`src/rtl/huffman_gen.sv`:
```
// huffman_gen: counts per-symbol occurrences in a burst on gray_data, then builds a Huffman
// tree from those counts and publishes per-channel code words (HC) and length masks (M).
//
// Ports:
//   clk, reset   clock; asynchronous active-high reset
//   gray_valid   sample strobe; a frame is a contiguous run of high cycles
//   gray_data    symbol value; v in 1..NSYM maps to channel v-1, anything else is ignored
//   CNT_valid    one-cycle pulse; cnt_bus is final
//   cnt_bus      count of channel k at [k*CNT_W +: CNT_W]
//   code_valid   one-cycle pulse; hc_bus / m_bus are final
//   hc_bus       code of channel k at [k*CODE_W +: CODE_W] (LSB = first-merged bit)
//   m_bus        mask of channel k = (1 << len) - 1
//
// Build option: define HUFF_SAT_EN to make channel counts saturate at 2^CNT_W-1
// instead of wrapping.

module huffman_gen #(
  parameter int unsigned NSYM   = 6,
  parameter int unsigned CNT_W  = 8,
  parameter int unsigned CODE_W = 8,
  parameter int unsigned DATA_W = 8
) (
  input  logic                   clk,
  input  logic                   reset,
  input  logic                   gray_valid,
  input  logic [DATA_W-1:0]      gray_data,
  output logic                   CNT_valid,
  output logic [NSYM*CNT_W-1:0]  cnt_bus,
  output logic                   code_valid,
  output logic [NSYM*CODE_W-1:0] hc_bus,
  output logic [NSYM*CODE_W-1:0] m_bus
);

  localparam int unsigned SW = CNT_W + 3;           // summed node count width
  localparam int unsigned GW = $clog2(NSYM);        // group id width
  localparam int unsigned LW = $clog2(NSYM + 1);    // list length / scan index width

  typedef enum logic [2:0] {
    StCount, StCntOut, StSort, StMerge, StCode, StRemap, StDone
  } state_e;

  state_e state_q, state_d;
  logic   seen_q, seen_d;
  logic   code_valid_q;

  logic [CNT_W-1:0]  cnt_q  [NSYM];
  logic [CNT_W-1:0]  cnt_d  [NSYM];
  logic [CODE_W-1:0] hc_q   [NSYM];
  logic [CODE_W-1:0] hc_d   [NSYM];
  logic [CODE_W-1:0] m_q    [NSYM];
  logic [CODE_W-1:0] m_d    [NSYM];
  // Per-channel working code, mask and current group.
  logic [CODE_W-1:0] hcw_q  [NSYM];
  logic [CODE_W-1:0] hcw_d  [NSYM];
  logic [CODE_W-1:0] mw_q   [NSYM];
  logic [CODE_W-1:0] mw_d   [NSYM];
  logic [GW-1:0]     grp_q  [NSYM];
  logic [GW-1:0]     grp_d  [NSYM];
  // Working list, ordered by count descending.
  logic [SW-1:0]     ecnt_q [NSYM];
  logic [SW-1:0]     ecnt_d [NSYM];
  logic [GW-1:0]     egid_q [NSYM];
  logic [GW-1:0]     egid_d [NSYM];

  logic [LW-1:0] len_q, len_d, idx_q, idx_d;
  logic [GW-1:0] mhi_q, mhi_d, mlo_q, mlo_d;

  logic          in_range;
  logic [SW-1:0] a_cnt, b_cnt, hi_cnt, lo_cnt;
  logic [GW-1:0] a_gid, b_gid, hi_gid, lo_gid;

  function automatic logic [CNT_W-1:0] bump(input logic [CNT_W-1:0] c);
`ifdef HUFF_SAT_EN
    return (c == '1) ? c : c + CNT_W'(1);
`else
    return c + CNT_W'(1);
`endif
  endfunction

  assign in_range = gray_valid && (gray_data != '0) && (gray_data <= DATA_W'(NSYM));

  always_comb begin
    state_d = state_q;
    seen_d  = seen_q;
    cnt_d   = cnt_q;
    hc_d    = hc_q;
    m_d     = m_q;
    hcw_d   = hcw_q;
    mw_d    = mw_q;
    grp_d   = grp_q;
    ecnt_d  = ecnt_q;
    egid_d  = egid_q;
    len_d   = len_q;
    idx_d   = idx_q;
    mhi_d   = mhi_q;
    mlo_d   = mlo_q;
    a_cnt = '0; a_gid = '0; b_cnt = '0; b_gid = '0;
    hi_cnt = '0; hi_gid = '0; lo_cnt = '0; lo_gid = '0;

    // Entries under the scan pointer and the two tail entries of the list.
    for (int i = 0; i < NSYM; i++) begin
      if (LW'(i) == idx_q)            begin a_cnt  = ecnt_q[i]; a_gid  = egid_q[i]; end
      if (LW'(i) == idx_q + LW'(1))   begin b_cnt  = ecnt_q[i]; b_gid  = egid_q[i]; end
      if (LW'(i) == len_q - LW'(1))   begin hi_cnt = ecnt_q[i]; hi_gid = egid_q[i]; end
      if (LW'(i) == len_q - LW'(2))   begin lo_cnt = ecnt_q[i]; lo_gid = egid_q[i]; end
    end

    case (state_q)
      StCount: begin
        if (in_range) begin
          seen_d = 1'b1;
          for (int k = 0; k < NSYM; k++) begin
            if (gray_data == DATA_W'(k + 1)) cnt_d[k] = bump(cnt_q[k]);
          end
        end else if (!gray_valid && seen_q) begin
          seen_d  = 1'b0;
          state_d = StCntOut;
        end
      end
      StCntOut: begin
        for (int i = 0; i < NSYM; i++) begin
          ecnt_d[i] = SW'(cnt_q[i]);
          egid_d[i] = GW'(i);
          grp_d[i]  = GW'(i);
          hcw_d[i]  = '0;
          mw_d[i]   = '0;
        end
        len_d   = LW'(NSYM);
        idx_d   = '0;
        state_d = StSort;
      end
      StSort: begin
        if (b_cnt > a_cnt) begin
          for (int i = 0; i < NSYM; i++) begin
            if (LW'(i) == idx_q)          begin ecnt_d[i] = b_cnt; egid_d[i] = b_gid; end
            if (LW'(i) == idx_q + LW'(1)) begin ecnt_d[i] = a_cnt; egid_d[i] = a_gid; end
          end
          idx_d = '0;  // rescan from the head after every swap
        end else if (idx_q == len_q - LW'(2)) begin
          state_d = StMerge;
        end else begin
          idx_d = idx_q + LW'(1);
        end
      end
      StMerge: begin
        for (int i = 0; i < NSYM; i++) begin
          if (LW'(i) == len_q - LW'(2)) ecnt_d[i] = lo_cnt + hi_cnt;
        end
        mhi_d   = hi_gid;
        mlo_d   = lo_gid;
        len_d   = len_q - LW'(1);
        state_d = StCode;
      end
      StCode: begin
        // mw+1 is the one-hot bit at the member's current length.
        for (int k = 0; k < NSYM; k++) begin
          if (grp_q[k] == mhi_q) begin
            hcw_d[k] = hcw_q[k] | (mw_q[k] + CODE_W'(1));
            mw_d[k]  = mw_q[k] | (mw_q[k] + CODE_W'(1));
            grp_d[k] = mlo_q;
          end else if (grp_q[k] == mlo_q) begin
            mw_d[k]  = mw_q[k] | (mw_q[k] + CODE_W'(1));
          end
        end
        idx_d   = '0;
        state_d = (len_q > LW'(1)) ? StSort : StRemap;
      end
      StRemap: begin
        hc_d    = hcw_q;
        m_d     = mw_q;
        state_d = StDone;
      end
      StDone: begin
        if (in_range) begin
          for (int k = 0; k < NSYM; k++) begin
            cnt_d[k] = (gray_data == DATA_W'(k + 1)) ? CNT_W'(1) : '0;
            hc_d[k]  = '0;
            m_d[k]   = '0;
          end
          seen_d  = 1'b1;
          state_d = StCount;
        end
      end
      default: state_d = StCount;
    endcase
  end

  always_ff @(posedge clk or posedge reset) begin
    if (reset) begin
      state_q      <= StCount;
      seen_q       <= 1'b0;
      code_valid_q <= 1'b0;
      len_q        <= '0;
      idx_q        <= '0;
      mhi_q        <= '0;
      mlo_q        <= '0;
      for (int i = 0; i < NSYM; i++) begin
        cnt_q[i]  <= '0;
        hc_q[i]   <= '0;
        m_q[i]    <= '0;
        hcw_q[i]  <= '0;
        mw_q[i]   <= '0;
        grp_q[i]  <= '0;
        ecnt_q[i] <= '0;
        egid_q[i] <= '0;
      end
    end else begin
      state_q      <= state_d;
      seen_q       <= seen_d;
      code_valid_q <= (state_q == StRemap);
      len_q        <= len_d;
      idx_q        <= idx_d;
      mhi_q        <= mhi_d;
      mlo_q        <= mlo_d;
      cnt_q        <= cnt_d;
      hc_q         <= hc_d;
      m_q          <= m_d;
      hcw_q        <= hcw_d;
      mw_q         <= mw_d;
      grp_q        <= grp_d;
      ecnt_q       <= ecnt_d;
      egid_q       <= egid_d;
    end
  end

  assign CNT_valid  = (state_q == StCntOut);
  assign code_valid = code_valid_q;

  always_comb begin
    cnt_bus = '0;
    hc_bus  = '0;
    m_bus   = '0;
    for (int k = 0; k < NSYM; k++) begin
      cnt_bus[k*CNT_W +: CNT_W] = cnt_q[k];
      hc_bus[k*CODE_W +: CODE_W] = hc_q[k];
      m_bus[k*CODE_W +: CODE_W]  = m_q[k];
    end
  end

endmodule
```
`config.mk`:
```
export PLATFORM = sky130hd
export DESIGN_NAME = huffman_gen
export DESIGN_NICKNAME = d
export VERILOG_FILES = /design/src/rtl/huffman_gen.sv
export SDC_FILE = /design/constraint.sdc
export NUM_CORES = 1
export LEC_CHECK = 0
export ABC_AREA = 1
export CORE_MARGIN = 8
export CORE_UTILIZATION = 60
export DETAILED_ROUTE_END_ITERATION = 6
export GPL_TIMING_DRIVEN = 1
export PLACE_DENSITY = 0.81
export SLEW_MARGIN = 20
export SYNTH_ARGS = -nofsm -noshare
export SYNTH_HDL_FRONTEND = slang
export SYNTH_SLANG_ARGS = --single-unit
```
`constraint.sdc`:
```
create_clock -name clk -period 28.7 [get_ports clk]
set_input_delay 5.74 -clock clk [delete_from_list [all_inputs] [get_ports clk]]
set_output_delay 5.74 -clock clk [all_outputs]
set_load 0.005 [all_outputs]
```
==> results.tsv, run 1 <==
metric	value	unit
status	finished, violations left	
violations	DRC	
syn_area_per_cell	7.23	µm²
slew_headroom	29.3	%
synth_area_leaders	dfrtp_1, nand2_1, o21ai_0, nand3_1, inv_1	
setup_tns	0	ps
routedWlPerCell	19.8	µm
synth-main-ff-cell	dfrtp_1	
startpoint_type	input port	
row_count	70	
dp.cells	3540	
synth_edf_count	0	
dp_hpwl	50.7	mm
vdd_drop_max	0.0901	mV
grt_setup_unrepaired	no	
grt_pass1_vias	20600	
grt_pass1_wl	114	mm
cp_data_required_time	29120	ps
grt_max_degree	141	
layoutNonFillerInstCount	3608	
netlist_instances	3051	
routed_wl	71.4	mm
cts_resized	0	
clk-insertion-delay-late	580	ps
powerDensity	135	nW/µm²
syn2layout_area_growth	13.2	%
hold_path.class	reg -> reg	
yosysUniqueCellTypes	46	
ios	157	
synth_top_cell_area_share	40.7	%
synth_common_cells	nand2_1, o21ai_0, dfrtp_1, inv_1, nand3_1	
cts_buffer_depth	3	
cts-root-buf	clkbuf_16	
vias	21700	
async_flop_share	100	%
hold_viol	0	
period_needed	8170	ps
fmax	0.122	GHz
htree_num_levels	2	
core_area	36400	µm²
mappedNetlistArea	22000	µm²
drc	1	
cts_sinks	359	
fp.dieW	208	µm
ctsHoldBuffers	0	
diodes	0	
routed_via_density	6.00	
clk_pin_slew_worst_paths	50	ps
die_area	43100	µm²
yosysTopAreaCell	dfrtp_1	
crit_fanout	97	
place_congestion	1.00	
drive_gt1_share	5.54	%
finalSetupViolations	0	
worstPathArrival	8590	ps
fin_nets	3214	
antenna_left	0	
cts_tree	built	
start_util	60.5	%
portBuffers	156	
syn_nets	3151	
cap_viol_max_count	0	
cts_buffers	40	
postCtsSetupRepairBufs	0	
drtIter0Drc	2515	
crit_type	in -> reg	
drv_slew	0	
ys_warn_count	0	
globalRoute.totalOverflow	0	
tightest_slew	1060	ps
synth.most_common_cell	nand2_1	
seq_area_frac_synth	40.7	%
skew	15.6	ps
fin_crit_sh	28.5	%
dr.pass1.iters	7	
leakage	11.7	nW
synth-seq-cells	359	
die_h	208	µm
grtUsageTotal	32.5	%
grt_antenna_before_repair	0	
cp-end-kind	flip-flop	
[logic make-up after synthesis]
kind of cell               Yosys count  share of synthesized area, %
AOI/OAI and AO/OA                  653                          16.0
and+or+nand+nor                   1388                          26.6
DFF                                359                          40.7
buffers and inverters              492                          8.77
xor gates and xnor gates            70                          2.78
adders and majority gates           89                          5.09
[cell usage in the layout, fill, tap and decap left out, types with 35 or more instances in the layout]
cell type	netlist	final
o21ai_0	362	361
xor2_1	46	46
clkdlybuf4s50_1	0	156
clkbuf_16	0	41
dfrtp_1	359	359
ha_1	88	88
or2_2	35	35
a21oi_1	148	148
nor3_1	40	40
nand2_1	856	855
nor2_1	138	136
nand3_1	268	268
inv_1	318	316
[registers in the layout (all words and copies together), names as in the netlist, 3 cells and up]
| signal | cells |
|---|---|
| cnt_bus | 48 |
| ecnt_q | 66 |
| egid_q | 18 |
| grp_q | 18 |
| hc_bus | 48 |
| hcw_q | 48 |
| idx_q | 3 |
| len_q | 3 |
| m_bus | 48 |
| mhi_q | 3 |
| mlo_q | 3 |
| mw_q | 48 |
| state_q | 3 |
[final cells by class]
type                            instances  area [µm²]
Timing Repair Buffer                  168        1660
Tap cell                              468         586
Inverter                              345        1310
Clock inverter                         15         161
Sequential cell                       359        8980
Multi-Input combinational cell       2200       11100
Fill cell                            3082       11500
Clock buffer                           53        1130
[final timing paths]
path	startpoint	to	slack [ps]	cells after the start
max	gray_data[0]	cnt_bus[18]$_DFFE_PP0P_	20530	10
min	ecnt_q[45]$_DFFE_PP0P_	ecnt_q[45]$_DFFE_PP0P_	490	2
max reg2reg	idx_q[0]$_DFFE_PP0P_	ecnt_q[57]$_DFFE_PP0P_	22320	21
min reg2reg	ecnt_q[45]$_DFFE_PP0P_	ecnt_q[45]$_DFFE_PP0P_	490	2
max in group asynchronous	reset	len_q[2]$_DFFE_PP0P_	21330	3
min in group asynchronous	reset	seen_q$_DFFE_PP0P_	5800	2
[routing by layer]
layer / track usage, % / part of all wire, % / routed length, µm
met2: 52.9 / 46 / 33100
met4: 12.2 / 3.8 / 2730
met3: 6.33 / 8.9 / 6370
met1: 42.6 / 41 / 29300
met5: 0 / 0 / 0
[per-stage QoR]
stage	instance area (µm²)	total power, W	hold slack [ps]	util [%]	setup slack (ps)
after floorplan	22000	0.00210	449	-	13000
after global placement	23700	0.00274	468	64.9	20110
after detailed placement	23700	0.00281	475	64.9	20000
after CTS	25000	0.00333	487	68.5	20590
after global routing	25000	0.00362	501	68.5	20150
final	25000	0.00338	490	68.5	20530
[where the power goes]
group          internal (W)  total, W  switching [W]  leakage [nW]
combinational      0.000667   0.00198        0.00132          6.45
sequential         0.000689  0.000882       0.000193          4.61
clock              0.000296  0.000511       0.000215         0.645
[worst max-delay path, stage by stage]
cell	delay [ps]
clkdlybuf4s50_1	510
nor2_1	200
nand2_1	70
o21ai_0	140
nor2_1	90
nand2_2	50
buf_4	730
nand2_1	430
nand3_1	430
o21ai_0	180
Note: power is estimated with default switching activity, not from simulation.
==> inputs of run 2 (changes only) <==
Clock period 28.7 ns to 7.55 ns, I/O delays scaled along.
==> run 2 against run 1 <==
Power increased to 3.9 times the previous value; critical path depth increased by 10; die area unchanged; core utilization increased by 0.14 points; sequential power increased to 3.9 times the previous value; first-iteration DRC count increased by 16%; flip-flop and latch count unchanged; clock skew decreased by 3.8 ps; worst hold slack improved by 5.2 ps; count of clock-buffer cells in the layout increased by 6; the run still ends with DRC left; highest routed layer is now met5; register-to-register slack got worse by 20000 ps; critical path type is now reg -> reg.
==> results.tsv, run 2 (same netlist as run 1, synthesis figures left out) <==
metric	value	unit	change
htree_num_levels	2		unchanged
grt_setup_unrepaired	no		
vias	22400		+3.6%
seqPwrFrac	25.9	%	-0.2 points
whs	495	ps	+5.17 ps
hold_viol	0		unchanged
cp_data_required_time	8040	ps	-21,080 ps
internal_power	0.00630	W	+280%
globalRoute.totalOverflow	0		unchanged
powerDensity	530	nW/µm²	+290%
die_h	208	µm	unchanged
finalWorstSetupSlack	2080	ps	-18,460 ps
place_congestion	1.07		+6.5%
hold_path.class	reg -> reg		
min_from	ecnt_q[45]$_DFFE_PP0P_		
r2r_setup_slack	2080	ps	-20,240 ps
dr.pass1.iters	7		unchanged
min_path_cells	2		unchanged
diodes	0		unchanged
syn2layout_area_growth	13.5	%	
clk_pin_slew_worst_paths	60	ps	about the same
routedWlPerCell	22.8	µm	+15%
fp.dieW	208	µm	unchanged
layout_common_cells	nand2_1, o21ai_0, dfrtp_1, inv_1, nand3_1		
drive_gt1_share	5.41	%	-0.13 points
r2r-end	ecnt_q[65]$_DFFE_PP0P_		
routed_via_density	6.21		+3.5%
crit_slowest_cell	inv_2		
row_count	70		unchanged
cts_buffer_depth	3		unchanged
largest_reg_flops	66		unchanged
regMostFlops	ecnt_q		
setup_tns	0	ps	unchanged
fmax	0.183	GHz	
antenna_left	0		unchanged
finalSetupViolations	0		unchanged
cts-root-buf	clkbuf_16		
ios	157		unchanged
switching_share	52.5	%	+1.4 points
period_needed	5470	ps	
r2r_cells	20		-4.8%
final_common_cell	nand2_1		
cap_viol_max_count	0		unchanged
cts_tree	built		
clk-insertion-delay-late	570	ps	about the same
critPathTopFamily	simple AND/OR/NAND/NOR gates		
portBuffers	156		unchanged
whs_endpoint	ecnt_q[45]$_DFFE_PP0P_		
cts_resized	0		unchanged
max_stage_delay	570	ps	-160 ps
startpoint_type	flip-flop		
status	finished, violations left		
crit_fanout	36		-63%
fin_crit_sh	72.5	%	
vdd_drop_max	0.271	mV	+200%
grtUsageTotal	37.1	%	+4.6 points
postCtsSetupRepairBufs	0		unchanged
ctsHoldBuffers	0		unchanged
p_comb_share	59.5	%	+0.7 points
tightest_slew	1120	ps	+67.5 ps
grt_max_degree	207		+47%
regToRegStartpoint	idx_q[0]$_DFFE_PP0P_		
path_buf_inv	3		+1
clkPwrFrac	14.6	%	-0.5 points
drtIter0Drc	2929		+16%
crit_chain	ha_1 -> ha_1 -> nand2_2 -> inv_2 -> a21oi_1 -> o21ai_0 -> nand4_1 -> o21ai_2 -> inv_1 -> ha_1 -> nand2_1 -> o21ai_0 -> nand3_1 -> nand3_1 -> nand3_1 -> nand2_1 -> nand2_1 -> inv_1 -> nor2_1 -> a21oi_1		
grt_pass1_wl	127	mm	+11%
dp_hpwl	57.2	mm	+13%
leakage	11.7	nW	about the same
cp-end-kind	flip-flop		
start_util	60.5	%	unchanged
grt_antenna_before_repair	2		+2
skew	11.9	ps	-3.77 ps
core_area	36400	µm²	unchanged
worstPathArrival	5960	ps	-2630 ps
grt_pass1_vias	21800		+5.7%
violations	DRC		
p_switching	0.00697	W	+300%
die_area	43100	µm²	unchanged
drc	12		+11
place_ws	2200	ps	-17,790 ps
drv_slew	0		unchanged
slew_headroom	24.9	%	-4.4 points
crit_type	reg -> reg		
cts_buffers	40		unchanged
fin_nets	3219		+0.16%
routed_wl	82.2	mm	+15%
cts_sinks	359		unchanged
==> run 2: metrics by stage <==
step / total power [W] / instance area [µm²] / util (%) / instances
2_1_floorplan: 0.00797 / 22000 / - / 3051
3_5_place_dp: 0.0110 / 23700 / 65.1 / 3544
4_1_cts: 0.0130 / 25000 / 68.6 / 3611
6_report: 0.0133 / 25000 / 68.7 / 3612
5_1_grt: 0.0140 / 25000 / 68.7 / 3612
3_3_place_gp: 0.0108 / 23700 / 65.1 / 3544
==> run 2: routing by layer <==
metal / track usage [%] / vias to the layer above / routed length, µm
met5: 0 / - / 23
met4: 19.9 / 4 / 4870
met3: 7.76 / 267 / 8090
met2: 59.3 / 1396 / 37300
met1: 47.0 / 10600 / 31900
li1: - / 10100 / -
==> run 2: how the worst max path moves through the flow <==
stage                          from                endpoint  slack [ps]  depth (start not counted)
6_report       idx_q[0]$_DFFE_PP0P_  ecnt_q[65]$_DFFE_PP0P_        2080                         20
5_1_grt        idx_q[0]$_DFFE_PP0P_  ecnt_q[65]$_DFFE_PP0P_        1700                         20
2_1_floorplan                 reset  cnt_bus[0]$_DFFE_PP0P_        1230                          1
3_5_place_dp   idx_q[0]$_DFFE_PP0P_  ecnt_q[10]$_DFFE_PP0P_        2200                         20
3_3_place_gp   idx_q[1]$_DFFE_PP0P_  ecnt_q[65]$_DFFE_PP0P_        2200                         20
4_1_cts        idx_q[0]$_DFFE_PP0P_  ecnt_q[65]$_DFFE_PP0P_        2200                         20
==> run 2: power groups by stage <==
stage | combinational, W | clock [W] | sequential, W
finish | 0.00790 | 0.00194 | 0.00343
CTS | 0.00764 | 0.00194 | 0.00339
global route | 0.00856 | 0.00201 | 0.00348
detailed placement | 0.00756 | 0 | 0.00341
global placement | 0.00742 | 0 | 0.00339
floorplan | 0.00484 | 0 | 0.00313
==> run 2: final cells by class <==
cell class	count	area, µm²
Timing Repair Buffer	173	1730
Tap cell	468	586
Inverter	345	1300
Sequential cell	359	8980
Clock inverter	8	126
Multi-Input combinational cell	2200	11100
Fill cell	2830	11400
Clock buffer	59	1140
==> run 2: worst reg2reg max path, cell delays in order (launching register included) <==
cell	delay, ps
dfrtp_1	430
ha_1	220
ha_1	420
nand2_2	470
inv_2	600
a21oi_1	110
o21ai_0	290
nand4_1	250
o21ai_2	220
inv_1	90
ha_1	300
nand2_1	100
o21ai_0	310
nand3_1	110
nand3_1	100
nand3_1	110
nand2_1	350
nand2_1	350
inv_1	380
nor2_1	70
a21oi_1	120
